## src/rtl/mux_stream_arb.sv

```systemverilog
// N-to-1 stream multiplexer with a single-entry registered output stage.
// Channel choice is either a fixed index (mode 0) or round-robin over all channels (mode 1).
module mux_stream_arb #(
    parameter int N = 4,
    parameter int W = 8,
    localparam int SW = $clog2(N)
) (
    input  logic           clk,
    input  logic           reset,
    input  logic [N*W-1:0] in_data,
    input  logic [N-1:0]   in_valid,
    output logic [N-1:0]   in_ready,
    input  logic           mode,
    input  logic [SW-1:0]  s,
    output logic [W-1:0]   out_data,
    output logic           out_valid,
    input  logic           out_ready,
    output logic [SW-1:0]  out_ch
);

    // Handshakes: a word moves on any rising edge where valid and ready are both high
    // on the same side; valid never depends on ready, ready may depend on valid.

    logic [W-1:0]  out_data_q, out_data_d;
    logic [SW-1:0] out_ch_q, out_ch_d;
    logic          out_valid_q, out_valid_d;
    logic [SW-1:0] rr_ptr_q, rr_ptr_d;

    logic          ld;
    logic          gnt;
    logic          take;
    logic [SW-1:0] g;
    logic [W-1:0]  sel_data;
    int            idx;

    assign ld   = !out_valid_q || out_ready;
    assign take = ld && gnt && !reset;

    // An out-of-range s simply never matches a channel, so no grant is produced.
    always_comb begin
        gnt      = 1'b0;
        g        = '0;
        sel_data = '0;
        idx      = 0;
        if (!mode) begin
            for (int k = 0; k < N; k++) begin
                if (!gnt && s == SW'(k) && in_valid[k]) begin
                    gnt      = 1'b1;
                    g        = SW'(k);
                    sel_data = in_data[k*W +: W];
                end
            end
        end else begin
            for (int i = 0; i < N; i++) begin
                idx = int'(rr_ptr_q) + i;
                if (idx >= N) begin
                    idx = idx - N;
                end
                if (!gnt && in_valid[idx]) begin
                    gnt      = 1'b1;
                    g        = SW'(idx);
                    sel_data = in_data[idx*W +: W];
                end
            end
        end
    end

    always_comb begin
        in_ready = '0;
        for (int k = 0; k < N; k++) begin
            if (take && g == SW'(k)) begin
                in_ready[k] = 1'b1;
            end
        end
    end

    always_comb begin
        out_valid_d = out_valid_q;
        out_data_d  = out_data_q;
        out_ch_d    = out_ch_q;
        rr_ptr_d    = rr_ptr_q;
        if (ld) begin
            out_valid_d = gnt;
            if (gnt) begin
                out_data_d = sel_data;
                out_ch_d   = g;
            end
        end
        // Pointer wraps at N rather than 2^SW so non-power-of-two N stays in range.
        if (ld && gnt && mode) begin
            rr_ptr_d = (int'(g) == N - 1) ? '0 : SW'(int'(g) + 1);
        end
    end

    always_ff @(posedge clk) begin
        if (reset) begin
            out_valid_q <= 1'b0;
            out_data_q  <= '0;
            out_ch_q    <= '0;
            rr_ptr_q    <= '0;
        end else begin
            out_valid_q <= out_valid_d;
            out_data_q  <= out_data_d;
            out_ch_q    <= out_ch_d;
            rr_ptr_q    <= rr_ptr_d;
        end
    end

    assign out_data  = out_data_q;
    assign out_valid = out_valid_q;
    assign out_ch    = out_ch_q;

endmodule

```

## config.mk

```make
export PLATFORM = sky130hd
export DESIGN_NAME = mux_stream_arb
export DESIGN_NICKNAME = d
export VERILOG_FILES = /design/src/rtl/mux_stream_arb.sv
export SDC_FILE = /design/constraint.sdc
export NUM_CORES = 1
export LEC_CHECK = 0
export CORE_MARGIN = 8
export CORE_UTILIZATION = 50
export DETAILED_ROUTE_END_ITERATION = 8
export PLACE_DENSITY = 0.8
export SETUP_SLACK_MARGIN = 0.1
export SYNTH_ARGS = -nofsm -noshare
export SYNTH_HDL_FRONTEND = slang
export SYNTH_SLANG_ARGS = --single-unit
```

## constraint.sdc

```tcl
create_clock -name clk -period 5.85 [get_ports clk]
set_input_delay 1.4625 -clock clk [delete_from_list [all_inputs] [get_ports clk]]
set_output_delay 1.4625 -clock clk [all_outputs]
set_load 0.05 [all_outputs]
```

==> results of run 1 <==
==> through the flow <==
step / instance area, µm² / std cells
floorplan: 2361 / 254
global placement: 2953 / 348
detailed placement: 2953 / 348
CTS: 2998 / 352
global route: 2998 / 352
finish: 2998 / 352
==> layer usage <==
layer	track usage (%)	share of wire [%]	vias to the layer above	wire, µm
met2	34.43	50	110	3601
met1	24.32	41	1140	2895
li1	-	-	1103	-
met3	3.220	6.4	17	460
met5	0	0	-	0
met4	6.311	2.5	0	178
==> cells in the mapped netlist, types with 8 or more instances <==
| library cell | count |
|---|---|
| a21oi_1 | 8 |
| a22oi_1 | 10 |
| buf_2 | 8 |
| clkbuf_1 | 13 |
| dfxtp_1 | 13 |
| mux2_2 | 20 |
| mux4_2 | 27 |
| nand2_1 | 24 |
| nor2_1 | 8 |
| o21ai_0 | 13 |
| o21ai_1 | 8 |
==> power by group through the flow <==
stage                     Combinational, mW  Clock (mW)  Sequential (mW)
final                                 0.480      0.0818            0.109
after global routing                  0.517      0.0885            0.111
after CTS                             0.479      0.0836            0.109
after detailed placement              0.476           0            0.111
after global placement                0.469           0            0.111
after floorplan                       0.314           0            0.146
==> worst reg2reg max path: cells and delay by family (launching register included) <==
| kind | cells | cell delay (ns) |
|---|---|---|
| buffers and inverters | 2 | 0.79 |
| flip-flops | 1 | 0.33 |
| multiplexers | 1 | 0.72 |
| AND/OR/NAND/NOR | 2 | 0.76 |
| AO/OA/AOI/OAI | 2 | 0.41 |
==> path summary, 6_finish.rpt <==
check / end / slack [ns] / cells past startpoint
worst max register to register: out_data[4]$_SDFFE_PP0P_ / 2.77 / 7
worst min register to register: out_data[3]$_SDFFE_PP0P_ / 0.47 / 1
worst min-delay path: out_data[3]$_SDFFE_PP0P_ / 0.47 / 1
worst max-delay path: in_ready[0] / 0.25 / 9
==> registers in the layout (all words and copies together) (netlist names) <==
signal and count:
out_ch 2, out_valid 1, out_data 8, rr_ptr_q 2
==> kinds of logic (layout without fill, tap and decap cells) <==
logic type                 after synthesis  after routing  synth area share (%)
and+or+nand+nor                         63             63                 14.36
muxes                                   50             50                 36.57
adders and majority gates                7              7                 3.709
buffers and inverters                   32             76                 6.359
AOI/OAI and AO/OA                       89             89                 27.98
DFF                                     13             13                 11.02
==> layout by cell type, fill, tap and decap left out, types with 7 or more instances in the layout <==
cell / Yosys / routed
dfxtp_1: 13 / 12
ha_1: 7 / 7
a21oi_1: 8 / 8
buf_4: 1 / 12
nand2_1: 24 / 24
a211o_1: 7 / 7
mux4_2: 27 / 27
nor2_1: 8 / 8
a22oi_1: 10 / 10
a32o_1: 7 / 7
o21ai_0: 13 / 13
mux2_2: 20 / 20
o21ai_1: 8 / 8
clkdlybuf4s50_1: 0 / 52
==> area by class of cell <==
| cell class | count | area, µm² | share of cell area [%] |
|---|---|---|---|
| inverters | 6 | 22.52 | 0.7513 |
| clock buffers | 4 | 45.04 | 1.503 |
| repair buffers | 66 | 650.6 | 21.70 |
| multi-input cells | 209 | 1951 | 65.07 |
| flip-flops and latches | 13 | 261.5 | 8.723 |
| well taps | 54 | 67.56 | 2.254 |
==> run metrics, run 1 <==
final setup margin=0.2492 ns; Critical Path Slowest Stage Cell=mux4_2; worst-path maximum fanout=10; unrepaired setup endpoints after global routing=false; total grt overflow=0; number of port buffers=56; leading area contributor after synthesis=mux4_2; Layout area overhead=26.97%; vias in the first global route=2,430; Via density=6.733; TNS Setup=0 ns; P_int=376.7 µW; syn_nets=303; H-tree depth=1; routability-driven placement congestion ratio=0.8850; Hold WC Path Type=register to register; max-cap viol count=0; Post-CTS Resized=0; slowest stage delay, CP=0.63 ns; max_slew headroom=49.17%; Fmax=178.5 MHz; Min-Delay Startpoint=out_data[3]$_SDFFE_PP0P_; CTS tree=done; Power Dens Cells=223.7 mW/mm²; Seq/Total Area, Yosys=11.02%; Mapped Cells=254; Net Sw Frac=43.84%; VDD IR-drop max=0.1433 mV; Synth async-reset ratio=0%; crit path DAT=4.14 ns; combinational power share=71.5%; # IOs=57; YS warnings=0; routed len/inst=20.27 µm; Yosys top cell area share=25.76%; remaining antenna violation count=0; largest net degree at the start of global routing=53; gr usage total=19.86%; #FFs+latches synth=13; DRT Wirelength=7136 µm; drt drc=0; Final Hold Viols=0; share of cells above drive strength 1=25.50%; RR Startpoint=rr_ptr_q[0]$_SDFFE_PP0P_; period utilization=95.74%; Initial Util=51.00%; EDFF count, synth=0; crit path from=in_valid[1]; share of power burned in registers=16.3%; static leakage=1.057 nW; clk buf depth=2; critical path buffer and inverter count=3; filler cell count=393; CP Class=input port to primary output; DR pass1 iterations=5; clock sinks=13; Most used DFF post-synth=dfxtp_1; Post-CTS Hold Buffers=0; Avg Synthesized Cell Area=9.295 µm²; status=finished clean; Final min period=5.601 ns; Antenna Cells=0; top cell family by delay on the critical path=buffers and inverters; # Post-CTS Setup Buffers=0; Slew @ Worst Pin=0.7597 ns; vias=2,370; Synth area leaders=mux4_2 (26%), dfxtp_1 (11%), mux2_2 (9.5%); clock buffer count from CTS=3; DIE AREA=0.007177 mm²; Pwr Total=670.8 µW; DIE WIDTH=84.72 µm; Clock Power Share=12.2%; Critical Path RT=4.39 ns; post-synthesis cell area=0.002361 mm²; Die Span Y=84.72 µm; Min Hold Slack=0.4686 ns; Worst Setup End Kind=primary output; initial antenna violation count=0; Final setup violation count=0; core area=0.004629 mm²; CTS root buf=clkbuf_8; pre-CTS setup slack=0.2588 ns; DR iter-0 viols=216; Final Util=64.76%; worst-skew pair later-pin latency=0.24 ns; Nets=348; Reg clk slew, reported paths=0.06 ns; first-pass GRT wire length=11,900 µm; Slew Limit Fails=0; post-DP HPWL=5303 µm; Critical Path, Cell by Cell=clkdlybuf4s50_1 -> mux4_2 -> nor3_2 -> o2bb2ai_1 -> a31oi_1 -> inv_1 -> ha_1 -> and2_1 -> buf_4; count of cell types in the netlist=53; Psw=294.1 µW; Worst Skew=0.001245 ns; Core Rows=25; CP startpoint kind=input port
Power figures use the tool's default switching activity.
==> run 2, diff against run 1 <==
CELL_PAD_IN_SITES_DETAIL_PLACEMENT = 0   (was not set)
CELL_PAD_IN_SITES_GLOBAL_PLACEMENT = 1   (was not set)
CORE_UTILIZATION = 38   (was 50)
CTS_CLUSTER_DIAMETER = 150   (was not set)
CTS_CLUSTER_SIZE = 40   (was not set)
PLACE_DENSITY = not set   (was 0.8)
PLACE_DENSITY_LB_ADDON = 0.1   (was not set)
==> run 2 against run 1 <==
Net effect:
- cell area increased by 1.4%
- combinational power increased by 1%
- sequential power about the same
- via count decreased by 1.6%
- setup slack improved by 0.058 ns
- routed wire length increased by 9.3%
- die area increased by 25%
- sequential cell count unchanged
- worst hold slack about the same
- clock power decreased by 4.0%
- critical path type unchanged
- critical endpoint is now in_ready[1]
- largest power group unchanged
==> run metrics, run 2 (synthesized netlist as in run 1, its figures left out) <==
crit path capture=in_ready[1] (was in_ready[0]); multi-input logic area=0.001951 mm² (unchanged); share of cells above drive strength 1=26.00% (was 25.50%); Initial Util=39.64% (was 51.00%); static leakage=1.067 nW (was 1.057 nW); Final setup violation count=0 (unchanged); DIE AREA=0.008992 mm² (was 0.007177 mm²); clock sinks=13 (unchanged); Layout area overhead=28.72% (was 26.97%); Power Dens Cells=221.5 mW/mm² (was 223.7 mW/mm²); Min Hold Slack=0.4687 ns (was 0.4686 ns); # Post-CTS Setup Buffers=0 (unchanged); H-tree depth=1 (unchanged); total grt overflow=0 (unchanged); CTS root buf=clkbuf_8 (unchanged); Slew @ Worst Pin=0.7623 ns (was 0.7597 ns); Slew Limit Fails=0 (unchanged); number of port buffers=56 (unchanged); filler cell count=577 (was 393); CP Class=input port to primary output (unchanged); largest net degree at the start of global routing=53 (unchanged); max-cap viol count=0 (unchanged); Hold WC Path Type=register to register (unchanged); Fmax=180.4 MHz (was 178.5 MHz); crit path from=in_valid[2] (was in_valid[1]); Post-CTS Resized=0 (unchanged); Nets=350 (was 348); RR Startpoint=rr_ptr_q[0]$_SDFFE_PP0P_ (unchanged); Post-CTS Hold Buffers=0 (unchanged); initial antenna violation count=0 (unchanged); max_slew headroom=48.99% (was 49.17%); crit path DAT=4.08 ns (was 4.14 ns); worst-path maximum fanout=11 (was 10); Reg clk slew, reported paths=0.05 ns (was 0.06 ns); R2R Path End=out_data[6]$_SDFFE_PP0P_ (was out_data[4]$_SDFFE_PP0P_); commonest non-fill, non-tap cell in the layout=clkdlybuf4s50_1 (unchanged); DRT Wirelength=7803 µm (was 7136 µm); drt drc=0 (unchanged); Psw=294.8 µW (was 294.1 µW); Worst Setup End Kind=primary output (unchanged); combinational power share=72.2% (was 71.5%); Final min period=5.542 ns (was 5.601 ns); clk buf depth=2 (unchanged); most frequent cells in the layout=clkdlybuf4s50_1 (52), mux4_2 (27), nand2_1 (24), mux2_2 (20), buf_4 (14) (was clkdlybuf4s50_1 (52), mux4_2 (27), nand2_1 (24), mux2_2 (20), o21ai_0 (13)); share of power burned in registers=16.1% (was 16.3%); worst-skew pair later-pin latency=0.24 ns (about the same); vias=2,332 (was 2,370); DIE WIDTH=94.83 µm (was 84.72 µm); routed len/inst=20.81 µm (was 20.27 µm); CTS tree=done (unchanged); CP startpoint kind=input port (unchanged); vias in the first global route=2,352 (was 2,430); Largest register FFs=8 (unchanged); routability-driven placement congestion ratio=0.8374 (was 0.8850); clock buffer count from CTS=3 (unchanged); Via density=6.219 (was 6.733); first-pass GRT wire length=12,480 µm (was 11,900 µm); remaining antenna violation count=0 (unchanged); unrepaired setup endpoints after global routing=false (unchanged); Worst Skew=0.003368 ns (was 0.001245 ns); FF-to-FF setup slack=2.88 ns (was 2.77 ns); Antenna Cells=0 (unchanged); DR pass1 iterations=4 (was 5); DR iter-0 viols=140 (was 216); TNS Setup=0 ns (unchanged); # IOs=57 (unchanged); P_int=378.4 µW (was 376.7 µW); Final Hold Viols=0 (unchanged); status=finished clean (unchanged); core area=0.005956 mm² (was 0.004629 mm²); Pwr Total=673.3 µW (was 670.8 µW); gr usage total=17.65% (was 19.86%); Net Sw Frac=43.79% (was 43.84%); Reg2Reg Depth=7 (unchanged); FF+latch area=261.5 µm² (unchanged); Clock Power Share=11.7% (was 12.2%); VDD IR-drop max=0.1389 mV (was 0.1433 mV); post-DP HPWL=5773 µm (was 5303 µm); period utilization=94.74% (was 95.74%); Critical Path RT=4.39 ns (about the same); Die Span Y=94.83 µm (was 84.72 µm); Core Rows=28 (was 25)
==> run 2: cell type report <==
type	count	share of cell area (%)
Sequential cell	13	8.604
Multi-Input combinational cell	209	64.18
Timing Repair Buffer	68	21.90
Inverter	6	0.7410
Tap cell	75	3.088
Clock buffer	4	1.482
==> run 2: worst max-delay path: stages <==
cell and delay, ns:
clkdlybuf4s50_1 0.59, mux4_2 0.66, nor3_2 0.24, o2bb2ai_1 0.09
a31oi_1 0.40, inv_1 0.12, ha_1 0.19, and2_1 0.13
buf_4 0.18
==> run 2: worst min path at each step <==
stage          slack (ns)  depth (start not counted)                       end                     start
6_report             0.47                          1  out_data[6]$_SDFFE_PP0P_  out_data[6]$_SDFFE_PP0P_
5_1_grt              0.49                          1    out_ch[0]$_SDFFE_PP0P_    out_ch[0]$_SDFFE_PP0P_
4_1_cts              0.47                          1  out_data[6]$_SDFFE_PP0P_  out_data[6]$_SDFFE_PP0P_
3_5_place_dp         0.46                          1  out_data[0]$_SDFFE_PP0P_  out_data[0]$_SDFFE_PP0P_
3_3_place_gp         0.45                          1  out_data[0]$_SDFFE_PP0P_  out_data[0]$_SDFFE_PP0P_
2_1_floorplan        0.73                          2    out_valid$_SDFFE_PP0P_    out_valid$_SDFFE_PP0P_
==> run 2: power groups by stage <==
stage / Clock, mW / Combinational (mW) / Sequential, mW
global placement: 0 / 0.487 / 0.110
detailed placement: 0 / 0.488 / 0.110
finish: 0.0785 / 0.486 / 0.108
CTS: 0.0811 / 0.489 / 0.109
global route: 0.0868 / 0.527 / 0.110
floorplan: 0 / 0.314 / 0.146
==> run 2: per-stage QoR <==
stage	cells	worst slack [ns]	area, µm²	utilization, %
2_1_floorplan	254	0.9082	2361	-
3_3_place_gp	371	0.3928	2994	50.27
3_5_place_dp	371	0.3069	2994	50.27
4_1_cts	375	0.3061	3039	51.03
5_1_grt	375	0.1187	3039	51.03
6_report	375	0.3077	3039	51.03
==> run 2: layer usage <==
layer / vias up / global-route usage [%] / wire [µm]
met5: - / 0 / 0
met4: 0 / 7.932 / 250
met3: 16 / 3.175 / 460
met2: 83 / 28.22 / 3797
met1: 1129 / 22.63 / 3295
li1: 1104 / - / -
